**config.mk**
```make
export PLATFORM = sky130hd
export DESIGN_NAME = ws2812_serializer
export DESIGN_NICKNAME = d
export VERILOG_FILES = /design/src/rtl/ws2812_pkg.sv /design/src/rtl/ws2812_serializer.sv
export SDC_FILE = /design/constraint.sdc
export NUM_CORES = 1
export LEC_CHECK = 0
export ABC_AREA = 1
export ABC_CLOCK_PERIOD_IN_PS = 3000
export BUFFER_PORTS_ARGS = -buffer_cell sky130_fd_sc_hd__buf_4
export CORE_ASPECT_RATIO = 2
export CORE_MARGIN = 2
export CORE_UTILIZATION = 62
export DETAILED_ROUTE_END_ITERATION = 8
export GPL_ROUTABILITY_DRIVEN = 0
export PLACE_DENSITY_LB_ADDON = 0.15
export RECOVER_POWER = 25
export REMOVE_ABC_BUFFERS = 1
export SKIP_LAST_GASP = 1
export SYNTH_ARGS = -nofsm -noshare
export SYNTH_HDL_FRONTEND = slang
export SYNTH_SLANG_ARGS = --single-unit
```
**constraint.sdc**
```tcl
create_clock -name clk -period 3 [get_ports clk]
set_input_delay 0.15 -clock clk [delete_from_list [all_inputs] [get_ports clk]]
set_output_delay 0.15 -clock clk [all_outputs]
set_load 0.1 [all_outputs]
```
**src/rtl/ws2812_pkg.sv**
```systemverilog
// Shared types and default timing for the WS2812 pixel serializer.
// Reused by the serializer and by ws2812_fade_top.
package ws2812_pkg;

    // One GRB pixel: G in [23:16], R in [15:8], B in [7:0].
    typedef logic [23:0] pixel_t;

    typedef enum logic [1:0] {
        IDLE  = 2'd0,
        SEND  = 2'd1,
        LATCH = 2'd2
    } state_e;

    // Default timing at 50 MHz.
    localparam int DEF_CLK_HZ       = 50_000_000;
    localparam int DEF_T0H_CYCLES   = 20;
    localparam int DEF_T1H_CYCLES   = 40;
    localparam int DEF_BIT_CYCLES   = 63;
    localparam int DEF_LATCH_CYCLES = 15_000;

endpackage

```
**src/rtl/ws2812_serializer.sv**
```systemverilog
// WS2812 serializer: accepts 24-bit GRB pixels over valid/ready and
// emits the one-wire waveform MSB first, with an end-of-frame latch.
//
// Ports:
//   clk, reset        - clock; synchronous active-high reset
//   pixel_data[23:0]  - GRB pixel, sampled on the transfer cycle only
//   pixel_last        - final pixel of a frame, sampled with pixel_data
//   pixel_valid       - upstream offers a pixel
//   pixel_ready       - high only in IDLE
//   ws2812_out        - registered data line
//   busy              - high in every state except IDLE
//   frame_done        - one-cycle pulse when the latch completes
module ws2812_serializer
    import ws2812_pkg::*;
#(
    parameter int CLK_HZ       = DEF_CLK_HZ,
    parameter int T0H_CYCLES   = DEF_T0H_CYCLES,
    parameter int T1H_CYCLES   = DEF_T1H_CYCLES,
    parameter int BIT_CYCLES   = DEF_BIT_CYCLES,
    parameter int LATCH_CYCLES = DEF_LATCH_CYCLES
) (
    input  logic        clk,
    input  logic        reset,
    input  logic [23:0] pixel_data,
    input  logic        pixel_last,
    input  logic        pixel_valid,
    output logic        pixel_ready,
    output logic        ws2812_out,
    output logic        busy,
    output logic        frame_done
);

    localparam int PW = $clog2(BIT_CYCLES);
    localparam int BW = $clog2(24);
    localparam int LW = $clog2(LATCH_CYCLES);

    localparam logic [PW-1:0] PH_LAST   = PW'(BIT_CYCLES - 1);
    localparam logic [PW-1:0] T0H_P     = PW'(T0H_CYCLES);
    localparam logic [PW-1:0] T1H_P     = PW'(T1H_CYCLES);
    localparam logic [BW-1:0] BIT_LAST  = BW'(23);
    localparam logic [LW-1:0] LAT_LAST  = LW'(LATCH_CYCLES - 1);

    state_e        state_q, state_d;
    pixel_t        shift_q, shift_d;
    logic          last_q,  last_d;
    logic [BW-1:0] bit_q,   bit_d;
    logic [PW-1:0] phase_q, phase_d;
    logic [LW-1:0] latch_q, latch_d;
    logic          out_q,   out_d;
    logic          ready_q, ready_d;
    logic          busy_q,  busy_d;
    logic          done_q,  done_d;
    logic [PW-1:0] high_len;

    always_comb begin
        state_d = state_q;
        shift_d = shift_q;
        last_d  = last_q;
        bit_d   = bit_q;
        phase_d = phase_q;
        latch_d = latch_q;
        done_d  = 1'b0;

        unique case (state_q)
            IDLE: begin
                if (pixel_valid && ready_q) begin
                    shift_d = pixel_data;
                    last_d  = pixel_last;
                    bit_d   = '0;
                    phase_d = '0;
                    state_d = SEND;
                end
            end
            SEND: begin
                if (phase_q == PH_LAST) begin
                    phase_d = '0;
                    if (bit_q == BIT_LAST) begin
                        latch_d = '0;
                        state_d = last_q ? LATCH : IDLE;
                    end else begin
                        shift_d = {shift_q[22:0], 1'b0};
                        bit_d   = bit_q + 1'b1;
                    end
                end else begin
                    phase_d = phase_q + 1'b1;
                end
            end
            LATCH: begin
                if (latch_q == LAT_LAST) begin
                    done_d  = 1'b1;
                    state_d = IDLE;
                end else begin
                    latch_d = latch_q + 1'b1;
                end
            end
            default: state_d = IDLE;
        endcase

        // Outputs are computed from next state so that the registered
        // line tracks the phase counter with no extra cycle of lag.
        high_len = shift_d[23] ? T1H_P : T0H_P;
        out_d    = (state_d == SEND) && (phase_d < high_len);
        ready_d  = (state_d == IDLE);
        busy_d   = (state_d != IDLE);
    end

    always_ff @(posedge clk) begin
        if (reset) begin
            state_q <= IDLE;
            shift_q <= '0;
            last_q  <= 1'b0;
            bit_q   <= '0;
            phase_q <= '0;
            latch_q <= '0;
            out_q   <= 1'b0;
            ready_q <= 1'b0;
            busy_q  <= 1'b0;
            done_q  <= 1'b0;
        end else begin
            state_q <= state_d;
            shift_q <= shift_d;
            last_q  <= last_d;
            bit_q   <= bit_d;
            phase_q <= phase_d;
            latch_q <= latch_d;
            out_q   <= out_d;
            ready_q <= ready_d;
            busy_q  <= busy_d;
            done_q  <= done_d;
        end
    end

    assign pixel_ready = ready_q;
    assign ws2812_out  = out_q;
    assign busy        = busy_q;
    assign frame_done  = done_q;

endmodule

```
==> results.md <==
* Outcome: finished clean
* Slew Limit Headroom at 0.226
* DR pass1 iterations at 5
* Worst-margin pin slew at 1170 ps
* Cts repair resizes at 0
* Cells after DPL at 474
* RSZ-0062 raised after global routing: no
* Clk sink count at 56
* Min-Delay Path Class: in2reg
* CP Capture Type: flop
* Critical-path cell list: inv_1, ha_1, nand3_1, o21bai_4, nand3_4, nand2_1, nand2_1, inv_1, ha_1, a21oi_1, nand2_1, a21oi_1
* Count of final setup violators at 0
* CP max-delay cell: dfxtp_1
* Count of cell types in the netlist at 34
* Post-Synthesis Cell Area at 0.00284 mm^2
* Core ar. at 0.00438 mm^2
* VDD IR-drop max at 477 uV
* Layout cells sized above 1 at 0.110
* Avg Inst Size Synth at 7.02 um^2
* Starting DRC count in detailed routing at 77
* Crit path time final at 2430 ps
* Critical path class: reg2reg
* Setup Slack @ Placement at 676 ps
* PD cells at 468 mW/mm^2
* Clk_lat worst skew at 310 ps
* WL per Instance at 13.6 um
* Sum Neg Setup Slack at 0 ps
* Vias per cell at 5.75
* Pleak at 1.18 nW
* Root buffer cell: clkbuf_8
* Final hold vios at 0
* Crit-path max FO at 32
* Hold-fix buffers, CTS at 0
* Highest clock rate at 411 MHz
* Final wirelength at 6560 um
* Ys Warns at 0
* PnR worst setup slack at 566 ps
* Full die area at 0.00517 mm^2
* FILL cells at 403
* CTS Buffer Depth at 2
* Vert. Die Dim at 99.7 um
* Vias in the first global route at 2,596
* # IOs at 32
* GRT Overall Usage at 0.275
* Final net count at 462
* Crit start category: flop
* #FFs+latches synth at 56
* Num CTS Buffers at 5
* Required arrival time at the worst endpoint at 3240 ps
* Final Non-Filler Cells at 482
* Reg clk slew, reported paths at 100 ps
* Initial Utilization at 0.648
* Rows at 34
* Power, Total at 1.47 mW
* H-tree depth at 2
* N_diodes at 0
* P&R area growth vs syn at 10.5%
* Vias at 2,771
* Cells after Synth at 404
* Number of setup buffers added after CTS at 0
* CP arrival at 2680 ps
* Final ANT Viol Nets at 0
* Sequential-to-total area share from yosys stat at 0.395
* GR Overflow Total at 0
* Largest net degree at the start of global routing at 45
* Die W at 51.8 um
* Max Slew Vio Count at 0
* First-pass GRT wire length at 11,100 um
* Final Skew at 7.00 ps
* PortBufs at 31
* Final Cycle Share at 0.811
* Fin Hold WS at 57.8 ps
* Max-cap violation count at 0
* Cell seen most often among critical-path stages: nand2_1
* DRC viols at 0
* Delay of the slowest critical-path stage at 340 ps
* HPWL after detailed placement at 4820 um
* TritonCTS clock tree: yes
* Initial antenna violation count at 0
## critical path: cells and delay by family (launching register included)
| kind | cells | cell delay [ps] |
|---|---|---|
| and+or+nand+nor | 5 | 850 |
| buffers and inverters | 2 | 210 |
| adders and majority gates | 2 | 440 |
| AOI/OAI and AO/OA | 3 | 520 |
| DFF | 1 | 340 |
## worst paths after layout
path | startpoint | endpoint | cells after the start | slack (ps)
worst max-delay path | phase_q[0] | ws2812_out | 12 | 570
worst min-delay path | pixel_last | last_q | 3 | 60
worst max register to register | phase_q[0] | ws2812_out | 12 | 570
worst min register to register | shift_q[0] | shift_q[0] | 2 | 480
## routing by layer
| layer | global-route usage | vias to the layer above | share of wire |
|---|---|---|---|
| li1 | - | 1413 | - |
| met1 | 0.294 | 1243 | 0.38 |
| met2 | 0.509 | 90 | 0.55 |
| met3 | 0.0390 | 25 | 0.043 |
| met4 | 0.117 | 0 | 0.030 |
| met5 | 0 | - | 0 |
## per-stage QoR
step	area (um^2)	utilization
floorplan	2740	-
global placement	3070	0.701
detailed placement	3070	0.701
CTS	3160	0.722
global route	3140	0.716
finish	3140	0.716
## cells by family (layout without fill, tap and decap cells)
family / after synthesis / after routing / synth area share
AND/OR/NAND/NOR: 223 / 223 / 0.360
AO/OA/AOI/OAI: 61 / 61 / 0.128
flip-flops: 56 / 56 / 0.395
buffers and inverters: 56 / 80 / 0.0829
adder cells (fa/ha/maj): 7 / 7 / 0.0309
XOR/XNOR: 1 / 1 / 0.00309
## flip-flops by register name, summed over array words and instances, names as in the netlist
| name | count |
|---|---|
| bit_q | 5 |
| latch_q | 14 |
| state_q | 2 |
| last_q | 1 |
| busy | 1 |
| phase_q | 6 |
| shift_q | 24 |
| pixel_ready | 1 |
| ws2812_out | 1 |
| frame_done | 1 |
## final cells by class
cell class | count | area [um^2] | share of cell area
multi-input combinational | 292 | 1470 | 0.470
sequential | 56 | 1120 | 0.358
timing repair buffer | 35 | 244 | 0.0778
inverter | 37 | 139 | 0.0443
clock buffer | 8 | 90.1 | 0.0287
tap | 54 | 67.6 | 0.0215
## layout by cell type (no fill, tap or decap), types with 6 or more instances in the layout
master	synthesis	routed
a21oi_1	26	26
a31oi_1	22	22
buf_4	2	30
clkbuf_1	8	7
clkbuf_8	0	6
dfxtp_1	56	56
ha_1	7	7
inv_1	34	34
nand2_1	114	114
nand3_1	23	24
nand4_1	33	33
nor2_1	27	28
nor3_1	12	12
o21ai_0	7	7
## synth_stat cells, drive strengths merged
master	count	area share
clkinv	1	0.0013
nor3b	1	0.0026
dfxtp	56	0.40
nand3b	2	0.0053
or2	3	0.0066
a21oi	27	0.049
ha	7	0.031
nor4	2	0.0044
clkbuf	8	0.011
buf	11	0.023
nor3	12	0.021
nand2	116	0.16
nand3	25	0.050
o21ai	8	0.014
a211oi	2	0.0071
nor2	29	0.042
inv	36	0.048
nand4	33	0.073
a31oi	22	0.049
o21bai	2	0.0093
xor2	1	0.0031
## report_power, final
group / switching, mW / internal (mW)
registers: 0.0215 / 0.776
logic: 0.173 / 0.0701
clock network: 0.237 / 0.189
total: 0.432 / 1.04
(Power assumes the default switching activity.)
